<file path="src/rtl/mem_port_arbiter.sv">
// mem_port_arbiter
// Shares one single-ported unified memory between the IF stage (read-only
// fetch) and the MEM stage (load/store). IDLE arbitrates between the two
// requesters, BUSY holds the registered memory request until port_ack or a
// timeout, and RESP returns a one-cycle ready pulse to the owner.
module mem_port_arbiter #(
    parameter int XLEN          = 32,
    parameter int TIMEOUT       = 16,
    parameter int IF_STARVE_MAX = 4
) (
    input  logic            clk,
    input  logic            reset,
    input  logic            if_req,
    input  logic [XLEN-1:0] if_addr,
    output logic [XLEN-1:0] if_rdata,
    output logic            if_ready,
    input  logic            mem_req,
    input  logic            mem_we,
    input  logic [XLEN-1:0] mem_addr,
    input  logic [XLEN-1:0] mem_wdata,
    output logic [XLEN-1:0] mem_rdata,
    output logic            mem_ready,
    output logic            port_req,
    output logic            port_we,
    output logic [XLEN-1:0] port_addr,
    output logic [XLEN-1:0] port_wdata,
    input  logic [XLEN-1:0] port_rdata,
    input  logic            port_ack,
    output logic            grant_mem,
    output logic            pipeline_stall,
    output logic            bus_error
);

    // Timeout counter counts BUSY cycles 0 .. TIMEOUT-1; abort happens on the last one.
    localparam int TO_W = $clog2(TIMEOUT);
    localparam int SC_W = $clog2(IF_STARVE_MAX + 1);
    localparam logic [TO_W-1:0] TO_LAST = TO_W'(TIMEOUT - 1);
    localparam logic [SC_W-1:0] SC_MAX  = SC_W'(IF_STARVE_MAX);

    typedef enum logic [1:0] {
        IDLE = 2'd0,
        BUSY = 2'd1,
        RESP = 2'd2
    } state_t;

    state_t          state;
    logic [TO_W-1:0] to_cnt;
    logic [SC_W-1:0] starve_cnt;

    logic            starve_hit;
    logic            arb_any;
    logic            arb_mem;

    // Starve counter saturates at IF_STARVE_MAX so it never wraps back to 0.
    function automatic logic [SC_W-1:0] starve_sat_inc(input logic [SC_W-1:0] cnt);
        return (cnt == SC_MAX) ? cnt : cnt + 1'b1;
    endfunction

    // Arbitration: MEM has priority unless IF has been passed over IF_STARVE_MAX times.
    always_comb begin
        starve_hit = (starve_cnt == SC_MAX);
        arb_any    = if_req | mem_req;
        arb_mem    = mem_req & ~(if_req & starve_hit);
    end

    // The pipeline is frozen while any requester waits for its completion pulse.
    assign pipeline_stall = (if_req & ~if_ready) | (mem_req & ~mem_ready);

    // Transaction sequencer: grant in IDLE, wait for ack or timeout in BUSY, pulse ready in RESP.
    always_ff @(posedge clk) begin
        if (reset) begin
            state      <= IDLE;
            port_req   <= 1'b0;
            port_we    <= 1'b0;
            port_addr  <= '0;
            port_wdata <= '0;
            grant_mem  <= 1'b0;
            if_rdata   <= '0;
            mem_rdata  <= '0;
            if_ready   <= 1'b0;
            mem_ready  <= 1'b0;
            bus_error  <= 1'b0;
            starve_cnt <= '0;
            to_cnt     <= '0;
        end else begin
            if_ready  <= 1'b0;
            mem_ready <= 1'b0;
            case (state)
                IDLE: begin
                    // IF waiting while MEM wins bumps the counter; anything else clears it.
                    if (!if_req) begin
                        starve_cnt <= '0;
                    end else if (arb_mem) begin
                        starve_cnt <= starve_sat_inc(starve_cnt);
                    end else begin
                        starve_cnt <= '0;
                    end

                    if (arb_any) begin
                        port_req  <= 1'b1;
                        grant_mem <= arb_mem;
                        to_cnt    <= '0;
                        state     <= BUSY;
                        if (arb_mem) begin
                            port_we    <= mem_we;
                            port_addr  <= mem_addr;
                            port_wdata <= mem_wdata;
                        end else begin
                            port_we    <= 1'b0;
                            port_addr  <= if_addr;
                            port_wdata <= '0;
                        end
                    end
                end

                BUSY: begin
                    if (port_ack) begin
                        // Stores also return port_rdata unchanged to the MEM side.
                        port_req <= 1'b0;
                        state    <= RESP;
                        if (grant_mem) begin
                            mem_rdata <= port_rdata;
                            mem_ready <= 1'b1;
                        end else begin
                            if_rdata <= port_rdata;
                            if_ready <= 1'b1;
                        end
                    end else if (to_cnt == TO_LAST) begin
                        // Hung memory: abort, hand back zero data and latch the error.
                        port_req  <= 1'b0;
                        bus_error <= 1'b1;
                        state     <= RESP;
                        if (grant_mem) begin
                            mem_rdata <= '0;
                            mem_ready <= 1'b1;
                        end else begin
                            if_rdata <= '0;
                            if_ready <= 1'b1;
                        end
                    end else begin
                        to_cnt <= to_cnt + 1'b1;
                    end
                end

                RESP: begin
                    // Requests are not sampled here so the requester can change or drop req.
                    state <= IDLE;
                end

                default: begin
                    port_req <= 1'b0;
                    state    <= IDLE;
                end
            endcase
        end
    end

endmodule
</file>
<file path="config.mk">
export PLATFORM = sky130hd
export DESIGN_NAME = mem_port_arbiter
export DESIGN_NICKNAME = d
export VERILOG_FILES = /design/src/rtl/mem_port_arbiter.sv
export SDC_FILE = /design/constraint.sdc
export NUM_CORES = 1
export LEC_CHECK = 0
export BUFFER_PORTS_ARGS = -buffer_cell sky130_fd_sc_hd__buf_4
export CAP_MARGIN = 30
export CORE_UTILIZATION = 40
export DETAILED_ROUTE_END_ITERATION = 10
export HOLD_SLACK_MARGIN = 0.06
export PLACE_DENSITY = 0.7
export SLEW_MARGIN = 20
export SYNTH_ARGS = -nofsm -noshare
export SYNTH_HDL_FRONTEND = slang
export SYNTH_SLANG_ARGS = --single-unit
</file>
<file path="constraint.sdc">
create_clock -name clk -period 1.5 [get_ports clk]
set_input_delay 0.225 -clock clk [delete_from_list [all_inputs] [get_ports clk]]
set_output_delay 0.225 -clock clk [all_outputs]
set_load 0.01 [all_outputs]
</file>
==> results.toml <==
[timing]
finClkSkew_ns = 0.00721
worstMarginPinSlew_ns = 0.561
timing.final.crit_share_pct = 104
max_freq_mhz = 640
slew_headroom_pct = 62.6
timing.setup.tns_ns = -2.15
slew_violations = 0
hold_violations = 0
setup_viol = 65
setup_ws_ns = -0.0635
period_needed_ns = 1.56
rsz0062_at_grt = "true"

[clock_network]
clockBufferDepth = 2
cts_tree = "built"
root_buffer = "clkbuf_16"
clock-sinks = 143
htreeDepth = 4
cts_made_buffers = 17
clk_pin_slew_ns = 0.06
clk-insertion-delay-late_ns = 0.42

[routing]
route.met2.wl_um = 11400
drc = 0
postRouteAntennaNets = 0
drt_iter0_drc = 519
drt-met1-wl_um = 8250
met3WireLength_um = 1800
wire_per_inst_um = 19.3
firstDrtPassIters = 5
vias_per_cell = 5.58
route.vias.total = 6448
top_layer = "met4"
drt-total-wl_um = 22400

[power]
leakage_nw = 4.06
p_clk_share_pct = 38.5
p_int_w = 0.00748
power_switching_w = 0.00283
power_frac_seq_pct = 40.3
p_sw_share_pct = 27.4
peakVddDrop_mv = 0.878
combPwrFrac_pct = 21.2
p_per_area_mw_per_mm2 = 1070

[setup_path]
required_ns = 1.85
worst-setup-path-type = "flop to flop"
crit_path_end_kind = "flop"
rrSetupSlack_ns = -0.06
crit_arrival_ns = 1.91
start_kind = "flop"
path_max_fanout = 5

[global_routing]
grt_max_degree = 62
antenna_found_initial = 0
grt_pass1_wl_um = 30100
first_global_vias = 6067
track_usage_pct = 26.8
gr-total-overflow = 0

[logic_synthesis]
synth_edf_count = 0
ys_ff_latch = 143
synth_flop_cell = "dfxtp_1"
ys_warn_count = 0
yosysSeqAreaShare_pct = 51.8
avgSynthCellArea_um2 = 8.46
synth.area.top_cells = "dfxtp_1 52%, a21oi_1 7.2%, nor3_1 6.0%, nor2_1 5.1%, a22oi_1 4.5%"
yosys-top-cells-count = "143 x dfxtp_1, 79 x a21oi_1, 75 x nor2_1"
synthMostInstantiatedCell = "dfxtp_1"
synth_cells = 653
yosysUniqueCellTypes = 41
synthArstFlopShare_pct = 0
synth_top_area_share_pct = 51.8
netlist_area_mm2 = 0.00552
yosysTopAreaCell = "dfxtp_1"
synth_fp_nets = 790

[placed_design]
dp_hpwl_um = 12500
portBuffers = 268
routabilityCongestion = 0.813

[floorplan]
rows = 42
die_area_mm2 = 0.0143
die_h_um = 119
io_pins = 269
start_util_pct = 41.4
die_w_um = 119
core_area_mm2 = 0.0133

[cells_and_area]
syn_to_final_growth_pct = 75.2
drive_gt1_share_pct = 47.3
final_core_utilization_pct = 72.5
antenna_cells = 0
nets = 1104

[worst_hold_path]
min_path_type = "input port to flop"

[run_status]
outcome = "finished, violations left"
violations = "setup timing"

[flow_run]
maxCapViolCount = 0
## sequential cells by signal, indices dropped and copies added, names as in the netlist
signal,cells
mem_ready,1
port_addr,32
to_cnt,4
bus_error,1
starve_cnt,3
port_req,1
if_rdata,32
if_ready,1
port_wdata,32
grant_mem,1
state,2
port_we,1
mem_rdata,32
## critical path, stage by stage, from the launching register on
cell and delay [ns]:
dfxtp_2 0.33, or2b_4 0.29, buf_6 0.13, nor3_4 0.17, buf_6 0.17, clkbuf_16 0.16
nand3_2 0.08, a21oi_2 0.16
## layout make-up
cell class,count,area [um^2]
Clock buffer,22,464
Clock inverter,10,88.8
Fill cell,926,3670
Inverter,5,18.8
Multi-Input combinational cell,445,2850
Sequential cell,143,2870
Tap cell,176,220
Timing Repair Buffer,355,3160
## what timing repair did
action                                  in CTS  in global routing
hold buffers                                32                  0
endpoints found under the setup margin      94                125
buffers inserted                             3                  4
gates resized for setup                     15                 91
pin swaps                                   31                 26
hold endpoints to repair                    32                  0
cloned                                       2                 16
## placed cells by master, fill, tap and decap left out, types with 2 or more instances in the layout
cell and count:
nor2_1 73, nand2b_1 19, inv_1 3, ha_4 2
clkbuf_8 2, clkinvlp_4 4, a22oi_2 12, a22oi_1 21
nor4_2 7, o21ai_4 2, nand2_1 47, a22o_1 2
nand3_2 6, buf_12 12, clkbuf_1 3, o22ai_1 2
nor3_2 19, nand4_1 2, nor3_4 3, nand3_4 3
a21oi_1 54, clkinv_2 4, nand3_1 39, nor2_2 2
buf_6 12, nor3_1 45, dlygate4sd3_1 32, nor4_1 26
clkbuf_16 28, dfxtp_2 6, dfxtp_1 137, inv_2 2
a21oi_2 33, buf_4 285, nand2_2 3
## power groups by stage
| stage | sequential, W | combinational [W] | clock [W] |
|---|---|---|---|
| after global routing | 0.00417 | 0.00229 | 0.00420 |
| after global placement | 0.00420 | 0.00158 | 0 |
| after CTS | 0.00414 | 0.00174 | 0.00398 |
| after floorplan | 0.00429 | 0.000644 | 0 |
| final | 0.00415 | 0.00219 | 0.00397 |
| after detailed placement | 0.00421 | 0.00161 | 0 |
## routing by layer
metal	vias to the layer above	global-route usage, %
li1	2946	-
met1	3069	29.8
met2	358	46.6
met3	75	7.94
met4	0	13.0
met5	-	0
## cell families after synthesis
group	after synthesis	share of synthesized area, %
and+or+nand+nor	308	27.1
DFF	143	51.8
buffers and inverters	66	5.28
adders and majority gates	3	0.680
AOI/OAI and AO/OA	133	15.1
## final timing paths
kind           startpoint            end  cells after the start
max              state[0]    if_rdata[1]                      7
min          mem_wdata[6]  port_wdata[6]                      3
max reg2reg      state[0]    if_rdata[1]                      7
min reg2reg  if_rdata[30]   if_rdata[30]                      2
## stage by stage
| step | cell area (um^2) | hold slack (ns) | cells | worst slack [ns] | power, W |
|---|---|---|---|---|---|
| finish | 9670 | 0.0649 | 1156 | -0.0635 | 0.0103 |
| global route | 9670 | 0.0693 | 1156 | -0.129 | 0.0107 |
| CTS | 8930 | 0.0604 | 1137 | -0.0516 | 0.00986 |
| detailed placement | 7930 | 0.449 | 1068 | -0.131 | 0.00583 |
| global placement | 7930 | 0.439 | 1068 | -0.0175 | 0.00578 |
| floorplan | 5610 | 0.369 | 653 | -0.0805 | 0.00494 |
No activity file was read; power rests on OpenSTA's default activity.
